--- config.mk ---
export PLATFORM = sky130hd
export DESIGN_NAME = fpm_batch_sequencer_flat
export DESIGN_NICKNAME = d
export VERILOG_FILES = /design/src/rtl/fpm_pkg.sv /design/src/rtl/fpm_batch_sequencer_if.sv /design/src/rtl/fpm_batch_sequencer.sv /design/src/flat_wrapper.sv
export SDC_FILE = /design/constraint.sdc
export NUM_CORES = 1
export LEC_CHECK = 0
export ABC_AREA = 0
export CAP_MARGIN = 30
export CORE_AREA = 2 2 88 90
export CTS_BUF_LIST = sky130_fd_sc_hd__clkbuf_2 sky130_fd_sc_hd__clkbuf_4 sky130_fd_sc_hd__clkbuf_8
export CTS_CLUSTER_DIAMETER = 100
export DETAILED_ROUTE_END_ITERATION = 7
export DIE_AREA = 0 0 90 92
export DONT_BUFFER_PORTS = 1
export GPL_TIMING_DRIVEN = 0
export PLACE_DENSITY = 0.64
export SYNTH_ARGS = -nofsm -noshare
export SYNTH_HDL_FRONTEND = slang
export SYNTH_SLANG_ARGS = --single-unit
--- constraint.sdc ---
create_clock -name clk -period 4.7 [get_ports clk]
set_input_delay 0.94 -clock clk [delete_from_list [all_inputs] [get_ports clk]]
set_output_delay 0.94 -clock clk [all_outputs]
set_load 0.03 [all_outputs]
--- src/rtl/fpm_pkg.sv ---
// Shared definitions for the FP multiplier batch sequencer slice.
//   FP_W             IEEE-754 single-precision word width
//   NUM_VECTORS_DEF  default operand pairs per batch
//   MUL_LATENCY_DEF  default multiplier core latency in cycles
//   fpm_state_e      sequencer state encoding
package fpm_pkg;

  localparam int FP_W            = 32;
  localparam int NUM_VECTORS_DEF = 32;
  localparam int MUL_LATENCY_DEF = 3;

  typedef enum logic [2:0] {
    IDLE      = 3'd0,
    ISSUE     = 3'd1,
    DRAIN     = 3'd2,
    WAIT_DONE = 3'd3,
    FINISH    = 3'd4
  } fpm_state_e;

endpackage

--- src/rtl/fpm_batch_sequencer_if.sv ---
// Bundle between the sequencer, the operand/result stack and the multiplier core.
//   Stack side : a, b, done (from stack); start, we, we_ov, c, overflow (to stack)
//   Core side  : mul_a, mul_b, mul_in_valid (to core);
//                mul_result, mul_overflow, mul_out_valid (from core)
// master = sequencer view, slave = stack/core view.
interface fpm_batch_sequencer_if
  import fpm_pkg::*;
#(
  parameter int DATA_W = FP_W
) ();

  logic [DATA_W-1:0] a;
  logic [DATA_W-1:0] b;
  logic              done;
  logic              start;
  logic              we;
  logic              we_ov;
  logic [DATA_W-1:0] c;
  logic              overflow;

  logic [DATA_W-1:0] mul_a;
  logic [DATA_W-1:0] mul_b;
  logic              mul_in_valid;
  logic [DATA_W-1:0] mul_result;
  logic              mul_overflow;
  logic              mul_out_valid;

  modport master (
    input  a, b, done, mul_result, mul_overflow, mul_out_valid,
    output start, we, we_ov, c, overflow, mul_a, mul_b, mul_in_valid
  );

  modport slave (
    output a, b, done, mul_result, mul_overflow, mul_out_valid,
    input  start, we, we_ov, c, overflow, mul_a, mul_b, mul_in_valid
  );

endinterface

--- src/rtl/fpm_batch_sequencer.sv ---
// Multiplier-side batch controller for the operand/result stack.
// Per go pulse it reads NUM_VECTORS operand pairs from the stack, forwards them
// to the multiplier core, writes each product/overflow back and pulses finished.
//   clk, reset      clock, asynchronous active-low reset
//   go              batch request, honoured only in IDLE
//   busy, finished  status: busy outside IDLE, finished pulse in FINISH
//   ov_count        results written with overflow=1 (FPM_SEQ_OV_COUNT_EN only)
//   bus             stack + core signals (fpm_batch_sequencer_if.master)
// Optional build macro: FPM_SEQ_OV_COUNT_EN adds the ov_count output and counter.
//
// state     | meaning
// IDLE      | waiting for go
// ISSUE     | start high, one operand pair read per cycle
// DRAIN     | all pairs issued, collecting remaining results
// WAIT_DONE | all results written, waiting for stack done
// FINISH    | one-cycle completion pulse
module fpm_batch_sequencer
  import fpm_pkg::*;
#(
  parameter  int NUM_VECTORS = NUM_VECTORS_DEF,
  parameter  int MUL_LATENCY = MUL_LATENCY_DEF,
  parameter  int DATA_W      = FP_W,
  localparam int CNT_W       = $clog2(NUM_VECTORS + 1)
) (
  input  logic             clk,
  input  logic             reset,
  input  logic             go,
  output logic             busy,
  output logic             finished,
`ifdef FPM_SEQ_OV_COUNT_EN
  output logic [CNT_W-1:0] ov_count,
`endif
  fpm_batch_sequencer_if.master bus
);

  localparam logic [2:0] S_IDLE      = IDLE;
  localparam logic [2:0] S_ISSUE     = ISSUE;
  localparam logic [2:0] S_DRAIN     = DRAIN;
  localparam logic [2:0] S_WAIT_DONE = WAIT_DONE;
  localparam logic [2:0] S_FINISH    = FINISH;

  localparam logic [CNT_W-1:0] CNT_FULL = CNT_W'(NUM_VECTORS);
  localparam logic [CNT_W-1:0] CNT_LAST = CNT_W'(NUM_VECTORS - 1);

  // The sequencer trusts mul_out_valid, so latency only matters as a sanity bound.
  if (MUL_LATENCY < 1) begin : g_latency_check
    $error("fpm_batch_sequencer: MUL_LATENCY must be at least 1");
  end

  logic [2:0]        state;
  logic [2:0]        state_nxt;
  logic [CNT_W-1:0]  issue_cnt;
  logic [CNT_W-1:0]  res_cnt;
  logic              done_seen;
  logic              in_valid_q;
  logic              we_q;
  logic [DATA_W-1:0] c_q;
  logic              ov_q;

  logic issuing;
  logic collecting;
  logic batch_start;
  logic accept;

  assign issuing     = (state == S_ISSUE);
  assign collecting  = (state == S_ISSUE) || (state == S_DRAIN) || (state == S_WAIT_DONE);
  assign batch_start = (state == S_IDLE) && go;
  // results outside ISSUE/DRAIN or beyond a full batch are dropped
  assign accept      = bus.mul_out_valid && ((state == S_ISSUE) || (state == S_DRAIN))
                       && (res_cnt != CNT_FULL);

  always_comb begin
    state_nxt = state;
    case (state)
      S_IDLE:      if (go)                        state_nxt = S_ISSUE;
      S_ISSUE:     if (issue_cnt == CNT_LAST)     state_nxt = S_DRAIN;
      S_DRAIN:     if (res_cnt == CNT_FULL)       state_nxt = S_WAIT_DONE;
      S_WAIT_DONE: if (bus.done || done_seen)     state_nxt = S_FINISH;
      S_FINISH:                                   state_nxt = S_IDLE;
      default:                                    state_nxt = S_IDLE;
    endcase
  end

  always_ff @(posedge clk or negedge reset) begin
    if (!reset) begin
      state      <= S_IDLE;
      issue_cnt  <= '0;
      res_cnt    <= '0;
      done_seen  <= 1'b0;
      in_valid_q <= 1'b0;
      we_q       <= 1'b0;
      c_q        <= '0;
      ov_q       <= 1'b0;
    end else begin
      state      <= state_nxt;
      in_valid_q <= issuing;
      we_q       <= accept;
      if (accept) begin
        c_q  <= bus.mul_result;
        ov_q <= bus.mul_overflow;
      end
      if (batch_start) begin
        issue_cnt <= '0;
        res_cnt   <= '0;
        done_seen <= 1'b0;
      end else begin
        if (issuing)              issue_cnt <= issue_cnt + CNT_W'(1);
        if (accept)               res_cnt   <= res_cnt + CNT_W'(1);
        // the stack may flag done before the last result lands; remember it
        if (collecting && bus.done) done_seen <= 1'b1;
      end
    end
  end

`ifdef FPM_SEQ_OV_COUNT_EN
  always_ff @(posedge clk or negedge reset) begin
    if (!reset) begin
      ov_count <= '0;
    end else if (batch_start) begin
      ov_count <= '0;
    end else if (accept && bus.mul_overflow) begin
      ov_count <= ov_count + CNT_W'(1);
    end
  end
`endif

  assign bus.start        = issuing;
  assign bus.mul_in_valid = in_valid_q;
  assign bus.mul_a        = bus.a;
  assign bus.mul_b        = bus.b;
  assign bus.we           = we_q;
  assign bus.we_ov        = we_q;
  assign bus.c            = c_q;
  assign bus.overflow     = ov_q;
  assign busy             = (state != S_IDLE);
  assign finished         = (state == S_FINISH);

endmodule

--- src/flat_wrapper.sv ---
// flat-port wrapper written by rule: the top's interface ports become plain ports
module fpm_batch_sequencer_flat import fpm_pkg::*;
#(
  parameter  int NUM_VECTORS = NUM_VECTORS_DEF,
  parameter  int MUL_LATENCY = MUL_LATENCY_DEF,
  parameter  int DATA_W      = FP_W,
  localparam int CNT_W       = $clog2(NUM_VECTORS + 1)
)
  (clk, reset, go, busy, finished, bus_a, bus_b, bus_done, bus_mul_result, bus_mul_overflow, bus_mul_out_valid, bus_start, bus_we, bus_we_ov, bus_c, bus_overflow, bus_mul_a, bus_mul_b, bus_mul_in_valid);
  fpm_batch_sequencer_if #(.DATA_W(DATA_W)) bus_i ();
  input  logic clk;
  input  logic reset;
  input  logic go;
  output logic busy;
  output logic finished;
  input wire logic [$bits(bus_i.a)-1:0] bus_a;
  input wire logic [$bits(bus_i.b)-1:0] bus_b;
  input wire logic [$bits(bus_i.done)-1:0] bus_done;
  input wire logic [$bits(bus_i.mul_result)-1:0] bus_mul_result;
  input wire logic [$bits(bus_i.mul_overflow)-1:0] bus_mul_overflow;
  input wire logic [$bits(bus_i.mul_out_valid)-1:0] bus_mul_out_valid;
  output wire logic [$bits(bus_i.start)-1:0] bus_start;
  output wire logic [$bits(bus_i.we)-1:0] bus_we;
  output wire logic [$bits(bus_i.we_ov)-1:0] bus_we_ov;
  output wire logic [$bits(bus_i.c)-1:0] bus_c;
  output wire logic [$bits(bus_i.overflow)-1:0] bus_overflow;
  output wire logic [$bits(bus_i.mul_a)-1:0] bus_mul_a;
  output wire logic [$bits(bus_i.mul_b)-1:0] bus_mul_b;
  output wire logic [$bits(bus_i.mul_in_valid)-1:0] bus_mul_in_valid;
  assign bus_i.a = bus_a;
  assign bus_i.b = bus_b;
  assign bus_i.done = bus_done;
  assign bus_i.mul_result = bus_mul_result;
  assign bus_i.mul_overflow = bus_mul_overflow;
  assign bus_i.mul_out_valid = bus_mul_out_valid;
  assign bus_start = bus_i.start;
  assign bus_we = bus_i.we;
  assign bus_we_ov = bus_i.we_ov;
  assign bus_c = bus_i.c;
  assign bus_overflow = bus_i.overflow;
  assign bus_mul_a = bus_i.mul_a;
  assign bus_mul_b = bus_i.mul_b;
  assign bus_mul_in_valid = bus_i.mul_in_valid;
  fpm_batch_sequencer #(.NUM_VECTORS(NUM_VECTORS), .MUL_LATENCY(MUL_LATENCY), .DATA_W(DATA_W)) u_core (.clk(clk), .reset(reset), .go(go), .busy(busy), .finished(finished), .bus(bus_i));
endmodule
==> metrics.yaml, run 1 <==
clock_network:
  cts_made_buffers: 5
  ctsRootBufferMaster: "clkbuf_8"
  clk_pin_slew_ns: 0.10
  cts_hold_buf: 0
  clock_tree.buffer_depth: 2
  post-cts-setup-buffers: 0
  clk_latency_ns: 0.30
  cts_tree: "done"
  clock-sinks: 51
  htree_levels: 2
  cts-resized-gates: 0
detailed_routing:
  wl_met2_um: 2520
  drtAntennaViolNets: 0
  num_vias: 1586
  routedLengthMet1_um: 1860
  drc: 0
  first_pass_iters: 4
  drt_iter0_markers: 64
  wl_met3_um: 517
  drt-total-wl_um: 4950
  routed.top_layer: "met4"
  viasPerCell: 4.73
  wl_per_cell_um: 14.8
floorplanning:
  die_h_um: 92
  core_area_sq_mm: 0.00745
  initial_utilization_pct: 38.1
  die_w_um: 90
  die_area_sq_mm: 0.00828
  core.rowCount: 32
  io_pins: 205
timing:
  timing.fmax_mhz: 364
  finalSetupTns_ns: 0
  tightestPinTransition_ns: 1.00
  grt_setup_unrepaired: "no"
  setup_slack_ns: 1.95
  fin_crit_sh_pct: 58.5
  final-max-slew-violation-count: 0
  finalCriticalPeriod_ns: 2.75
  fin_worst_skew_ns: 0.00982
  relSlewSlack_pct: 33.1
  hold_violations: 0
  setup_viol: 0
synth:
  async_flop_share_pct: 100
  synth_nets: 330
  synth_cell_types: 39
  ys_seq_area_share_pct: 45.0
  yosys_most_used_dff: "dfrtp_1"
  synth.area.top_cells: "dfrtp_1, buf_4, mux2_4, buf_12, mux2_2"
  netlist_instances: 225
  synth.cell_area_sq_mm: 0.00284
  syn_avg_cell_area_sq_um: 12.6
  ys_ff_latch: 51
  yosysWarnings: 0
  synth_top_area_share_pct: 45.0
  synth_top_area_cell: "dfrtp_1"
  synth_edf_count: 0
grt:
  grt.total_usage_pct: 10.9
  grt_overflow_total: 0
  antenna_found_initial: 0
  grt_pass1_wl_um: 7350
  grt_pass1_vias: 1434
  grt_max_degree: 52
power_and_ir_drop:
  p_per_area_mw_per_mm2: 625
  leakagePower_nw: 1.45
  ir_drop_mv: 0.298
placement:
  place.gp.congestion: 0.725
  place_ws_ns: 2.27
  dp_hpwl_um: 3690
  port_buffers: 0
worst_hold_path:
  hold_class: "in -> async"
setup_path:
  cpPeakStageDelay_ns: 0.86
  worstPathCellList: "clkbuf_1 > nor3b_1"
  critPathMaxFanout: 9
  crit_slowest_cell: "nor3b_1"
  cp.arrival_ns: 1.81
  required_ns: 3.76
  startpoint_type: "register"
  end_kind: "output pin"
  worstSetupPathType: "reg -> out"
final_layout:
  nets: 337
  n_antenna_cell: 0
  regArea_sq_mm: 0.00128
  multi_input_area_sq_um: 948
  final_cell_mix: "buf_4, dfrtp_1, mux2_4"
  fillers: 713
  syn_to_final_growth_pct: 7.63
  drive_gt1_share_pct: 51.1
  final_common_cell: "buf_4"
outcome:
  status: "completed"
run:
  max_cap_violations: 0
-- worst paths after layout --
kind                                   startpoint  slack (ns)  cells after the start                 to
worst min register to register  u_core.res_cnt[0]        0.56                      1  u_core.res_cnt[0]
worst max-delay path              u_core.state[2]        1.95                      2           finished
min in group clk                u_core.res_cnt[0]        0.56                      1  u_core.res_cnt[0]
worst max register to register  u_core.res_cnt[0]        2.72                      9   u_core.bus.c[12]
worst min-delay path                        reset        0.32                      0   u_core.done_seen
max in group asynchronous                   reset        4.28                      0   u_core.bus.c[21]
-- sequential cells by signal (all words and copies together), names as in the netlist --
name / flops
u_core.issue_cnt: 6
u_core.bus.mul_in_valid: 1
u_core.done_seen: 1
u_core.bus.we: 1
u_core.state: 3
u_core.bus.c: 32
u_core.res_cnt: 6
u_core.bus.overflow: 1
-- critical path, delay by kind of cell (launching register included) --
kind,cells,cell delay [ns]
buffers and inverters,1,0.32
AND/OR/NAND/NOR,1,0.86
flip-flops,1,0.33
-- cells by family (layout without fill, tap and decap cells) --
kind of cell | count (synthesis) | count (layout) | synth area share, %
xor+xnor | 7 | 7 | 2.82
simple gates | 37 | 37 | 7.98
flops | 51 | 51 | 45.0
fa+ha+maj | 3 | 3 | 1.32
mux | 35 | 35 | 17.7
compound gates | 15 | 15 | 3.62
buf+inv | 77 | 85 | 21.6
-- cells in the mapped netlist (3+ instances only) --
cell      count
buf_4        65
o21ai_0       4
xor2_1        4
o211ai_1      3
buf_12        3
buf_6         3
inv_1         4
nor2_1       12
mux2_4       29
nand2_1       4
ha_1          3
dfrtp_1      51
and3_1        4
mux2_2        5
-- metrics by stage --
stage          power, W  instance area, sq um  util (%)  cells  hold WS (ns)
4_1_cts         0.00194                  3050      41.0    335         0.307
6_report        0.00191                  3050      41.0    335         0.322
3_3_place_gp    0.00166                  2960      39.8    327         0.523
5_1_grt         0.00203                  3050      41.0    335         0.288
3_5_place_dp    0.00168                  2960      39.8    327         0.543
2_1_floorplan   0.00157                  2840         -    225         0.499
-- where the power goes --
part	switching (W)	total [W]	internal (W)
clock	0.000148	0.000252	0.000104
sequential	0.000378	0.000987	0.000609
combinational	0.000301	0.000670	0.000369
total	0.000827	0.00191	0.00108
-- per-layer routing --
layer	up-vias	global-route usage, %
met5	-	0
met3	4	3.94
met1	762	12.9
li1	705	-
met4	0	3.46
met2	115	18.6
-- final cells by class --
| type | count | share of cell area [%] |
|---|---|---|
| Buffer | 72 | 19.2 |
| Multi-Input combinational cell | 97 | 31.1 |
| Inverter | 5 | 0.861 |
| Clock inverter | 3 | 0.656 |
| Clock buffer | 5 | 2.25 |
| Sequential cell | 51 | 41.8 |
| Tap cell | 102 | 4.18 |
Note: power is estimated with default switching activity, not from simulation.
==> inputs of run 2 (changes only) <==
Settings changed: PLACE_DENSITY 0.64 to 0.66.
Clock period 4.7 ns to 2.3 ns, I/O delays scaled along.
==> metrics.yaml, run 2 (synthesis gave the netlist of run 1 again) <==
outcome:
  status: "completed"  # unchanged
grt:
  grt_pass1_wl_um: 7560  # was 7350 um
  antenna_found_initial: 0  # unchanged
  grt_pass1_vias: 1432  # was 1434
  grt_overflow_total: 0  # unchanged
  grt_max_degree: 52  # unchanged
  grt.total_usage_pct: 11.2  # was 10.9%
power_and_ir_drop:
  leakagePower_nw: 1.47  # was 1.45 nW
  swShare_pct: 43.8  # was 43.3%
  p_int_w: 0.00223  # was 0.00108 W
  pwr-share-comb_pct: 35.4  # was 35.1%
  p_per_area_mw_per_mm2: 1280  # was 625 mW/mm^2
  clkPwrFrac_pct: 13.7  # was 13.2%
  ir_drop_mv: 0.538  # was 0.298 mV
  seqPwrFrac_pct: 50.9  # was 51.7%
  power.switching_w: 0.00174  # was 0.000827 W
clock_network:
  htree_levels: 2  # unchanged
  clk_pin_slew_ns: 0.10  # about the same
  clk_latency_ns: 0.30  # about the same
  cts_made_buffers: 5  # unchanged
  ctsRootBufferMaster: "clkbuf_8"  # unchanged
  clock-sinks: 51  # unchanged
  post-cts-setup-buffers: 0  # unchanged
  clock_tree.buffer_depth: 2  # unchanged
  cts_tree: "done"  # unchanged
timing:
  hold-worst-slack_ns: 0.293  # was 0.322 ns
  relSlewSlack_pct: 34.1  # was 33.1%
  fin_worst_skew_ns: 0.0104  # was 0.00982 ns
  tightestPinTransition_ns: 0.985  # was 1.00 ns
  timing.fmax_mhz: 462
  hold_violations: 0  # unchanged
  setup_viol: 0  # unchanged
  grt_setup_unrepaired: "no"  # unchanged
  finalCriticalPeriod_ns: 2.16
  final-max-slew-violation-count: 0  # unchanged
  finalSetupTns_ns: 0  # unchanged
  fin_crit_sh_pct: 94.1
final_layout:
  fillers: 735  # was 713
  syn_to_final_growth_pct: 9.40  # was 7.63%
  n_antenna_cell: 0  # unchanged
  multi_input_area_sq_um: 953  # was 948 sq um
  nets: 339  # was 337
  final_common_cell: "buf_4"  # unchanged
  regArea_sq_mm: 0.00128  # unchanged
  drive_gt1_share_pct: 51.5  # was 51.1%
  final_cell_mix: "buf_4, dfrtp_1, mux2_4"  # unchanged
  largest_reg_flops: 32  # unchanged
placement:
  port_buffers: 0  # unchanged
  place.gp.congestion: 0.723  # was 0.725
  dp_hpwl_um: 3670  # was 3690 um
detailed_routing:
  first_pass_iters: 4  # unchanged
  drc: 0  # unchanged
  drtAntennaViolNets: 0  # unchanged
  wl_per_cell_um: 14.4  # was 14.8 um
  num_vias: 1569  # was 1586
  drt-total-wl_um: 4870  # was 4950 um
  viasPerCell: 4.66  # was 4.73
  drt_iter0_markers: 25  # was 64
setup_path:
  cp.arrival_ns: 1.70  # was 1.81 ns
  critPathMaxFanout: 9  # unchanged
  timing.rr.start: "u_core.state[2]"  # was u_core.res_cnt[0]
  rr_worst_depth: 5  # was 9
  required_ns: 1.84  # was 3.76 ns
  end_kind: "output pin"  # unchanged
  worstSetupPathType: "reg -> out"  # unchanged
  worstPathCellList: "clkbuf_1 > nor3b_2"  # was clkbuf_1 > nor3b_1
  r2r_setup_slack_ns: 0.28  # was 2.72 ns
  path_buf_inv: 1  # unchanged
  cpPeakStageDelay_ns: 0.83  # was 0.86 ns
  crit_slowest_cell: "nor3b_2"  # was nor3b_1
  regToRegEndpoint: "u_core.res_cnt[1]"  # was u_core.bus.c[12]
  startpoint_type: "register"  # unchanged
  crit_family: "simple AND/OR/NAND/NOR gates"  # unchanged
worst_hold_path:
  hold_class: "in -> reg"  # was in -> async
  holdPathEnd: "u_core.bus.c[11]"
  hp-start: "bus_mul_result[11]"
  min_path_cells: 1
floorplanning:
  die_h_um: 92  # unchanged
  initial_utilization_pct: 38.1  # unchanged
  die_w_um: 90  # unchanged
  core_area_sq_mm: 0.00745  # unchanged
  die_area_sq_mm: 0.00828  # unchanged
  io_pins: 205  # unchanged
  core.rowCount: 32  # unchanged
run:
  max_cap_violations: 0  # unchanged
run 2: changes by cell type in the layout (fill, tap and decap cells not counted), sizes merged:
cell,change
dlygate4sd3,+1
inv,+1
buf,+1
clkinvlp,-1
run 2: worst max path at each step:
stage / start / to / slack (ns) / cells after the start
finish: u_core.state[2] / bus_start / 0.14 / 2
CTS: u_core.state[2] / finished / 0.07 / 2
global route: u_core.state[2] / bus_start / 0.03 / 2
global placement: u_core.state[2] / u_core.res_cnt[1] / 0.29 / 5
floorplan: u_core.state[0] / u_core.res_cnt[5] / 0.50 / 4
detailed placement: u_core.state[2] / u_core.res_cnt[1] / 0.31 / 5
run 2: metrics by stage:
step	utilization (%)	instances	setup slack [ns]	cell area [sq um]	power, W
global placement	39.8	327	0.291	2960	0.00339
detailed placement	39.8	327	0.313	2960	0.00343
finish	41.7	337	0.137	3100	0.00396
global route	41.7	337	0.0347	3100	0.00422
CTS	41.6	337	0.0654	3100	0.00402
floorplan	-	225	0.501	2840	0.00321
run 2: layout make-up:
| type | count | area share [%] |
|---|---|---|
| Sequential cell | 51 | 41.1 |
| Inverter | 5 | 0.847 |
| Clock inverter | 3 | 0.887 |
| Timing Repair Buffer | 2 | 1.21 |
| Clock buffer | 5 | 2.22 |
| Buffer | 72 | 18.9 |
| Multi-Input combinational cell | 97 | 30.7 |
| Tap cell | 102 | 4.11 |
run 2: layer usage:
layer | vias up | GRT usage, % | wire length (um)
met4 | 0 | 3.46 | 31
met5 | - | 0 | 0
li1 | 708 | - | -
met3 | 4 | 4.11 | 510
met1 | 754 | 13.9 | 1910
met2 | 103 | 18.3 | 2420
run 2: worst register-to-register path, delay by kind of cell (launching register included):
kind	cells	cell delay [ns]
buf+inv	1	0.19
flops	1	0.37
mux	1	0.27
simple gates	3	1.07
run 2: timing repair:
item / CTS / global route
gates resized for setup: 0 / 1
setup endpoints to repair: 0 / 1
hold buffers: 2 / 0
endpoints found under the hold margin: 51 / 0
run 2: power by group through the flow:
stage,logic (W),registers (W),clock network (W)
5_1_grt,0.00153,0.00207,0.000612
2_1_floorplan,0.00126,0.00195,0
3_5_place_dp,0.00140,0.00204,0
6_report,0.00140,0.00202,0.000544
4_1_cts,0.00143,0.00202,0.000574
3_3_place_gp,0.00137,0.00203,0
